<file path="src/rtl/hazard_pkg.sv">
// rtl/hazard_pkg.sv - shared types and constants for the ID-stage hazard detector
package hazard_pkg;

    typedef enum logic [1:0] {
        IDLE    = 2'd0,
        BUSY    = 2'd1,
        RELEASE = 2'd2
    } mc_state_t;

    localparam int REG_ZERO = 0;
    localparam int MC_CNT_W = 4;

endpackage

</file>
<file path="src/rtl/mc_stall_seq.sv">
// rtl/mc_stall_seq.sv - multi-cycle op stall sequencer (IDLE -> BUSY -> RELEASE)
module mc_stall_seq
    import hazard_pkg::*;
#(
    parameter int MC_LATENCY = 4
) (
    input  logic clock,
    input  logic reset,
    input  logic mc_start_ok,
    output logic mc_stall,
    output logic mc_busy
);

    // First stall cycle is spent in IDLE, so BUSY counts down MC_LATENCY-1 cycles.
    localparam logic [MC_CNT_W-1:0] CNT_INIT =
        (MC_LATENCY > 1) ? MC_CNT_W'(MC_LATENCY - 2) : '0;

    mc_state_t             state_q, state_d;
    logic [MC_CNT_W-1:0]   cnt_q, cnt_d;
    logic                  busy_q, busy_d;

    always_comb begin
        state_d  = state_q;
        cnt_d    = cnt_q;
        mc_stall = 1'b0;
        case (state_q)
            IDLE: begin
                mc_stall = mc_start_ok;
                if (mc_start_ok) begin
                    if (MC_LATENCY == 1) begin
                        state_d = RELEASE;
                    end else begin
                        cnt_d   = CNT_INIT;
                        state_d = BUSY;
                    end
                end
            end
            BUSY: begin
                mc_stall = 1'b1;
                if (cnt_q == '0) begin
                    state_d = RELEASE;
                end else begin
                    cnt_d = cnt_q - MC_CNT_W'(1);
                end
            end
            RELEASE: begin
                state_d = IDLE;
            end
            default: begin
                state_d = IDLE;
            end
        endcase
        busy_d = (state_d != IDLE);
    end

    always_ff @(posedge clock or posedge reset) begin
        if (reset) begin
            state_q <= IDLE;
            cnt_q   <= '0;
            busy_q  <= 1'b0;
        end else begin
            state_q <= state_d;
            cnt_q   <= cnt_d;
            busy_q  <= busy_d;
        end
    end

    assign mc_busy = busy_q;

endmodule

</file>
<file path="src/rtl/hazard_detect_unit.sv">
// rtl/hazard_detect_unit.sv - ID-stage load-use / multi-cycle stall and branch flush requests
// Optional stall-cycle performance counter enabled by defining HAZ_PERF_EN.
module hazard_detect_unit
    import hazard_pkg::*;
#(
    parameter int REG_ADDR_W = 5,
    parameter int MC_LATENCY = 4
) (
    input  logic                  clock,
    input  logic                  reset,
    input  logic                  io_idValid,
    input  logic [REG_ADDR_W-1:0] io_idRs1,
    input  logic [REG_ADDR_W-1:0] io_idRs2,
    input  logic                  io_idUseRs1,
    input  logic                  io_idUseRs2,
    input  logic                  io_idMcStart,
    input  logic                  io_idBranchTaken,
    input  logic [REG_ADDR_W-1:0] io_exeRd,
    input  logic                  io_exeRegWrite,
    input  logic                  io_exeMemRead,
    output logic                  io_stallReqOfID,
    output logic                  io_flushReqOfID,
    output logic                  io_mcBusy
`ifdef HAZ_PERF_EN
    ,
    output logic [31:0]           io_perfStallCycles
`endif
);

    logic lu_haz;
    logic rs1_hit;
    logic rs2_hit;
    logic mc_start_ok;
    logic mc_stall;
    logic mc_busy;
    logic stall;

    assign rs1_hit = io_idUseRs1 && (io_idRs1 == io_exeRd);
    assign rs2_hit = io_idUseRs2 && (io_idRs2 == io_exeRd);

    assign lu_haz = io_idValid && io_exeMemRead && io_exeRegWrite &&
                    (io_exeRd != REG_ADDR_W'(REG_ZERO)) && (rs1_hit || rs2_hit);

    // mc_busy is exactly "sequencer not IDLE"; load-use wins over starting an op.
    assign mc_start_ok = io_idValid && io_idMcStart && !lu_haz && !mc_busy;

    mc_stall_seq #(
        .MC_LATENCY (MC_LATENCY)
    ) u_mc_stall_seq (
        .clock       (clock),
        .reset       (reset),
        .mc_start_ok (mc_start_ok),
        .mc_stall    (mc_stall),
        .mc_busy     (mc_busy)
    );

    // Outputs are held low for the whole reset pulse, not just from the next edge.
    assign stall           = !reset && ((lu_haz && !mc_busy) || mc_stall);
    assign io_stallReqOfID = stall;
    assign io_flushReqOfID = !reset && io_idValid && io_idBranchTaken;
    assign io_mcBusy       = mc_busy;

`ifdef HAZ_PERF_EN
    logic [31:0] perf_q, perf_d;

    always_comb begin
        perf_d = perf_q;
        if (stall && (perf_q != 32'hFFFF_FFFF)) begin
            perf_d = perf_q + 32'd1;
        end
    end

    always_ff @(posedge clock or posedge reset) begin
        if (reset) begin
            perf_q <= '0;
        end else begin
            perf_q <= perf_d;
        end
    end

    assign io_perfStallCycles = perf_q;
`endif

endmodule

</file>
<file path="config.mk">
export PLATFORM = sky130hd
export DESIGN_NAME = hazard_detect_unit
export DESIGN_NICKNAME = d
export VERILOG_FILES = /design/src/rtl/hazard_pkg.sv /design/src/rtl/mc_stall_seq.sv /design/src/rtl/hazard_detect_unit.sv
export SDC_FILE = /design/constraint.sdc
export NUM_CORES = 1
export LEC_CHECK = 0
export BUFFER_PORTS_ARGS = -buffer_cell sky130_fd_sc_hd__buf_2
export CORE_MARGIN = 1.5
export CORE_UTILIZATION = 43
export DETAILED_ROUTE_END_ITERATION = 12
export GPL_TIMING_DRIVEN = 0
export PLACE_DENSITY = 0.75
export RECOVER_POWER = 100
export REMOVE_ABC_BUFFERS = 1
export SETUP_SLACK_MARGIN = 0.4
export SYNTH_ARGS = -nofsm -noshare
export SYNTH_HDL_FRONTEND = slang
export SYNTH_HIERARCHICAL = 1
export SYNTH_SLANG_ARGS = --single-unit
export TNS_END_PERCENT = 50
</file>
<file path="constraint.sdc">
create_clock -name clock -period 1.6 [get_ports clock]
set_input_delay 0.16 -clock clock [delete_from_list [all_inputs] [get_ports clock]]
set_output_delay 0.16 -clock clock [all_outputs]
set_load 0.01 [all_outputs]
</file>
## After elaboration in Yosys (flattened, before gate mapping)

Cells that the tools add are included.
W data, S select, Z words.

- Output and inout port bits: 3
- Input bits: 24
- Flip-flop bits (word level): 7

- Reductions and logical operators: 24
- Equality and inequality tests: 5
- Muxes and demuxes: 7
- Add/sub/neg operators: 1

Operators with widths:

| kind | count |
|---|---|
| $logic_and A1 B1 Y1 | 13 |
| $eq A5 B5 Y1 | 2 |
| $mux W4 | 2 |
| $pmux W4 S2 | 1 |
| $reduce_bool A5 Y1 | 1 |
| $logic_not A4 Y1 | 1 |
| $mux W2 | 2 |
| $pmux W2 S2 | 1 |
| $reduce_bool A2 Y1 | 2 |
| $sub A4 B1 Y4 const B | 1 |
| $logic_not A1 Y1 | 3 |
| $reduce_and A3 Y1 | 1 |
| $eq A2 B1 Y1 const B | 1 |
| $logic_not A2 Y1 | 1 |
| $logic_or A1 B1 Y1 | 2 |
| $ne A2 B1 Y1 const B | 1 |
| $ne A2 B2 Y1 const B | 1 |
| $pmux W1 S2 | 1 |

## Longest topological paths before layout

- Depth after elaboration: 10
- Depth in mapped cells: 8
- Depth with buffers taken out: 8

## By module

The synthesis kept the hierarchy.

By module, submodules not included:

| module | area an instance (um2) | times used | cells each | seq. area each (um2) |
|---|---|---|---|---|
| mc_stall_seq | 381.6 | 1 | 33 | 175.2 |
| hazard_detect_unit | 178.9 | 1 | 25 | 0.0 |

## Worst setup path before layout

No wires, ideal clock.

- Path type: input port to output port
- Start: in io_exeRd[1]
- End: out io_stallReqOfID
- Setup slack: 51 ps
- Arrival time: 1389 ps
- Data required time: 1440 ps
- Buffers on the path: 0
- Stages: 8
- Cell sequence: xnor2_1 nand4_1 o22ai_1 a31oi_1 o21bai_2 inv_1 nor2b_1 a41o_1

- Longest elaborated chain between the ends: 10

Ends and longest elaborated chain:

| what | line | RTL |
|---|---|---|
| start, declared | hazard_detect_unit.sv:18 | `input logic [REG_ADDR_W-1:0] io_exeRd,` |
| $eq A5 B5 Y1, on equally long branches | hazard_detect_unit.sv:38, hazard_detect_unit.sv:39 |  |
| $logic_and A1 B1 Y1, on equally long branches | hazard_detect_unit.sv:38, hazard_detect_unit.sv:39 |  |
| $logic_or A1 B1 Y1 | hazard_detect_unit.sv:42 | `(io_exeRd != REG_ADDR_W'(REG_ZERO)) && (rs1_hit \|\| rs2_hit);` |
| $logic_and A1 B1 Y1 * | hazard_detect_unit.sv:42 |  |
| $logic_not A1 Y1 * | hazard_detect_unit.sv:45 | `assign mc_start_ok = io_idValid && io_idMcStart && !lu_haz && !mc_busy;` |
| $logic_and A1 B1 Y1 * (2 in a row) | hazard_detect_unit.sv:45 |  |
| net mc_start_ok | hazard_detect_unit.sv:33 | `logic mc_start_ok;` |
| $pmux W1 S2 * | mc_stall_seq.sv:26 | `case (state_q)` |
| net mc_stall | hazard_detect_unit.sv:34 | `logic mc_stall;` |
| $logic_or A1 B1 Y1 * | hazard_detect_unit.sv:58 | `assign stall = !reset && ((lu_haz && !mc_busy) \|\| mc_stall);` |
| $logic_and A1 B1 Y1 * | hazard_detect_unit.sv:58 |  |
| end, declared | hazard_detect_unit.sv:21 | `output logic io_stallReqOfID,` |

The timed path passes the listed nets; every way through them passes the cells marked *.

## Worst setup path in the final report

- Start: in io_idRs2[1]
- End: out io_stallReqOfID

- Longest elaborated chain between the ends: 10

Ends and longest elaborated chain:

| what | line | RTL |
|---|---|---|
| start, declared | hazard_detect_unit.sv:13 | `input logic [REG_ADDR_W-1:0] io_idRs2,` |
| $eq A5 B5 Y1 | hazard_detect_unit.sv:39 | `assign rs2_hit = io_idUseRs2 && (io_idRs2 == io_exeRd);` |
| $logic_and A1 B1 Y1 | hazard_detect_unit.sv:39 |  |
| $logic_or A1 B1 Y1 | hazard_detect_unit.sv:42 |  |
| $logic_and A1 B1 Y1 | hazard_detect_unit.sv:42 |  |
| $logic_not A1 Y1 | hazard_detect_unit.sv:45 |  |
| $logic_and A1 B1 Y1 (2 in a row) | hazard_detect_unit.sv:45 |  |
| net mc_start_ok | hazard_detect_unit.sv:33 |  |
| $pmux W1 S2 | mc_stall_seq.sv:26 |  |
| net mc_stall | hazard_detect_unit.sv:34 |  |
| $logic_or A1 B1 Y1 | hazard_detect_unit.sv:58 |  |
| $logic_and A1 B1 Y1 | hazard_detect_unit.sv:58 |  |

The timed path passes the listed nets, and every way through them passes these cells.

==> results_dict.tcl <==
set metrics [dict create \
    cts_sinks 7 \
    sequentialPowerShare_pct 23.5 \
    criticalPathCategory "input pin to primary output" \
    synth_area_leader_cell "dfrtp_1" \
    nNetsFinal 126 \
    vias 658 \
    cts_tree "done" \
    hold_class "input pin to async pin" \
    coreArea_um2 1160 \
    first_iter_violations 32 \
    cp_max_fo 2 \
    startpoint_type "input pin" \
    dp_cells 98 \
    place.detailed.hpwl_um 958 \
    synthFlopType "dfrtp_1" \
    grt_pass1_vias 631 \
    switching_share_pct 39.1 \
    die_w_um 39.1 \
    p_per_area_nw_per_um2 1520 \
    num_rows 12 \
    grt_overflow 0 \
    synth_area_um2 561 \
    die_h_um 39.1 \
    placed_area_um2 708 \
    switching_power_mw 0.592 \
    crit_required_ps 1440 \
    synth_top_area_share_pct 31.3 \
    h-tree-depth 1 \
    relSlewSlack_pct 76.7 \
    vias_per_cell 5.82 \
    p_leak_nw 0.492 \
    final_area_um2 997 \
    drt_first_pass_iters 4 \
    synthTopCellsByArea "dfrtp_1 (31%), xnor2_1 (16%), ha_1 (4.5%), inv_1 (4.0%), a31oi_4 (3.8%)" \
    ff2ff_setup_slack_ps -50 \
    port_buffers 26 \
    synth_warnings 6 \
    ys_seq_elements 7 \
    antenna_found_initial 0 \
    finalWorstSetupSlack_ps -249 \
    avgSynthCellArea_um2 9.66 \
    dieArea_um2 1530 \
    ant_nets 0 \
    violations "negative setup slack" \
    finalHoldViolations 0 \
    reg2reg_from "u_mc_stall_seq/mc_busy" \
    cts_buffer_depth 2 \
    reg2reg_to "u_mc_stall_seq/cnt_q[0]" \
    path_clk_slew_ps 60 \
    diodes 0 \
    insertion_delay_ps 260 \
    peakVddDrop_v 0.000895 \
    min_period_ps 1850 \
    place_congestion 0.762 \
    drc_errors 0 \
    cap_violations 0 \
    cts_root_buf "clkbuf_4" \
    synth-edff-count 0 \
    status "finished, violations left" \
    gr-usage-all-layers_pct 30.2 \
    start_util_pct 48.5 \
    area_growth_pct 77.9 \
    drv_slew 0 \
    cts_buffers 3 \
    finalCritPeriodShare_pct 116 \
    async_reset_ff_share_pct 100 \
    crit_path_end_kind "primary output" \
    num_io_pins 27 \
    timing.fmax_mhz 541 \
    finClkSkew_ps 10.5 \
    r2r_cells 11 \
    rsz0062_at_grt "true" \
    instances_no_fill 113 \
    hold_ws_ps 449 \
    grt_pass1_wl_um 2950 \
    wl_um 2230 \
    power_frac_comb_pct 65.6 \
    worst_pin_slew_ps 347 \
    wire_per_inst_um 19.7 \
    preCtsSetupSlack_ps -345 \
    layout-drive-gt1-share_pct 58.6 \
    critPathArrivalTime_ps 1690 \
    netlist_instances 58 \
    p_int_mw 0.923 \
    p_clk_share_pct 10.9 \
    setup_violations 4 \
    grt_max_degree 10 \
    synth_cell_types 28 \
    ys_seq_area_share_pct 31.3 \
]
cells by family after synthesis:
group | count (synthesis) | share of synthesized area [%]
adders and majority gates | 2 | 4.46
and+or+nand+nor | 22 | 25.2
muxes | 1 | 1.79
xor gates and xnor gates | 10 | 15.6
DFF | 7 | 31.3
buffers and inverters | 6 | 4.02
AOI/OAI and AO/OA | 10 | 17.6
cells in the final DEF, fill, tap and decap left out, types with 3 or more instances in the layout:
cell,n
clkbuf_4,3
buf_6,16
xnor2_1,3
nand2_1,5
xnor2_2,7
buf_2,17
dfrtp_1,7
buf_4,3
inv_1,4
worst max-delay path, stage by stage:
cell      delay [ps]
buf_2            120
xnor2_2          180
nand4_1          140
o22ai_2          210
a31oi_2          140
o21bai_2         180
inv_2             70
nor2b_4          130
a41o_1           220
buf_6            130
area by class of cell:
class,count,area (µm²)
Clock buffer,4,26.3
Fill cell,52,159
Inverter,6,22.5
Multi-Input combinational cell,45,458
Sequential cell,7,175
Tap cell,14,17.5
Timing Repair Buffer,37,298
state kept, by name, indices dropped and copies added (netlist names):
name and flops:
u_mc_stall_seq/cnt_q 4, u_mc_stall_seq/state_q 2, u_mc_stall_seq/mc_busy 1
metrics by stage:
| step | utilization (%) | total power, mW | setup TNS (ps) |
|---|---|---|---|
| detailed placement | 61.3 | 0.834 | -362 |
| CTS | 81.3 | 1.29 | -35.0 |
| global placement | 61.3 | 0.821 | -327 |
| global route | 86.3 | 1.60 | -721 |
| floorplan | - | 0.703 | 0 |
| finish | 86.3 | 1.52 | -495 |
power by group through the flow:
stage                     Sequential (mW)  Combinational, mW  Clock, mW
after detailed placement            0.339              0.495          0
after floorplan                     0.326              0.377          0
after global placement              0.341              0.480          0
after CTS                           0.349              0.775      0.169
after global routing                0.365               1.05      0.188
final                               0.356              0.994      0.166
repair_timing:
item                       in CTS  in global routing
setup buffers                   8                  2
pin swaps                      12                  6
resized for setup              26                  9
hold endpoints to repair        7                  0
setup endpoints to repair       6                  8
hold buffers                    1                  0
routing by layer:
metal,vias to the layer above,part of all wire [%],GRT usage [%]
li1,291,-,-
met1,312,38,33.6
met2,39,49,47.9
met3,16,7.1,13.3
met4,0,5.8,15.5
met5,-,0,0
cell usage after synthesis, types with 2 or more instances:
library cell,n
xnor2_1,10
dfrtp_1,7
inv_1,6
nand2_1,5
a41o_1,2
and3b_1,2
ha_1,2
nand4_1,2
nor2b_1,2
nor3_1,2
worst max path at each step:
stage / start / endpoint / slack [ps]
floorplan: io_exeRd[1] / io_stallReqOfID / 50
global placement: io_exeRd[4] / io_stallReqOfID / -320
detailed placement: io_exeRd[4] / io_stallReqOfID / -350
CTS: u_mc_stall_seq/mc_busy / io_stallReqOfID / -30
global route: io_idRs1[3] / io_stallReqOfID / -340
finish: io_idRs2[1] / io_stallReqOfID / -250
(Power assumes the default switching activity.)
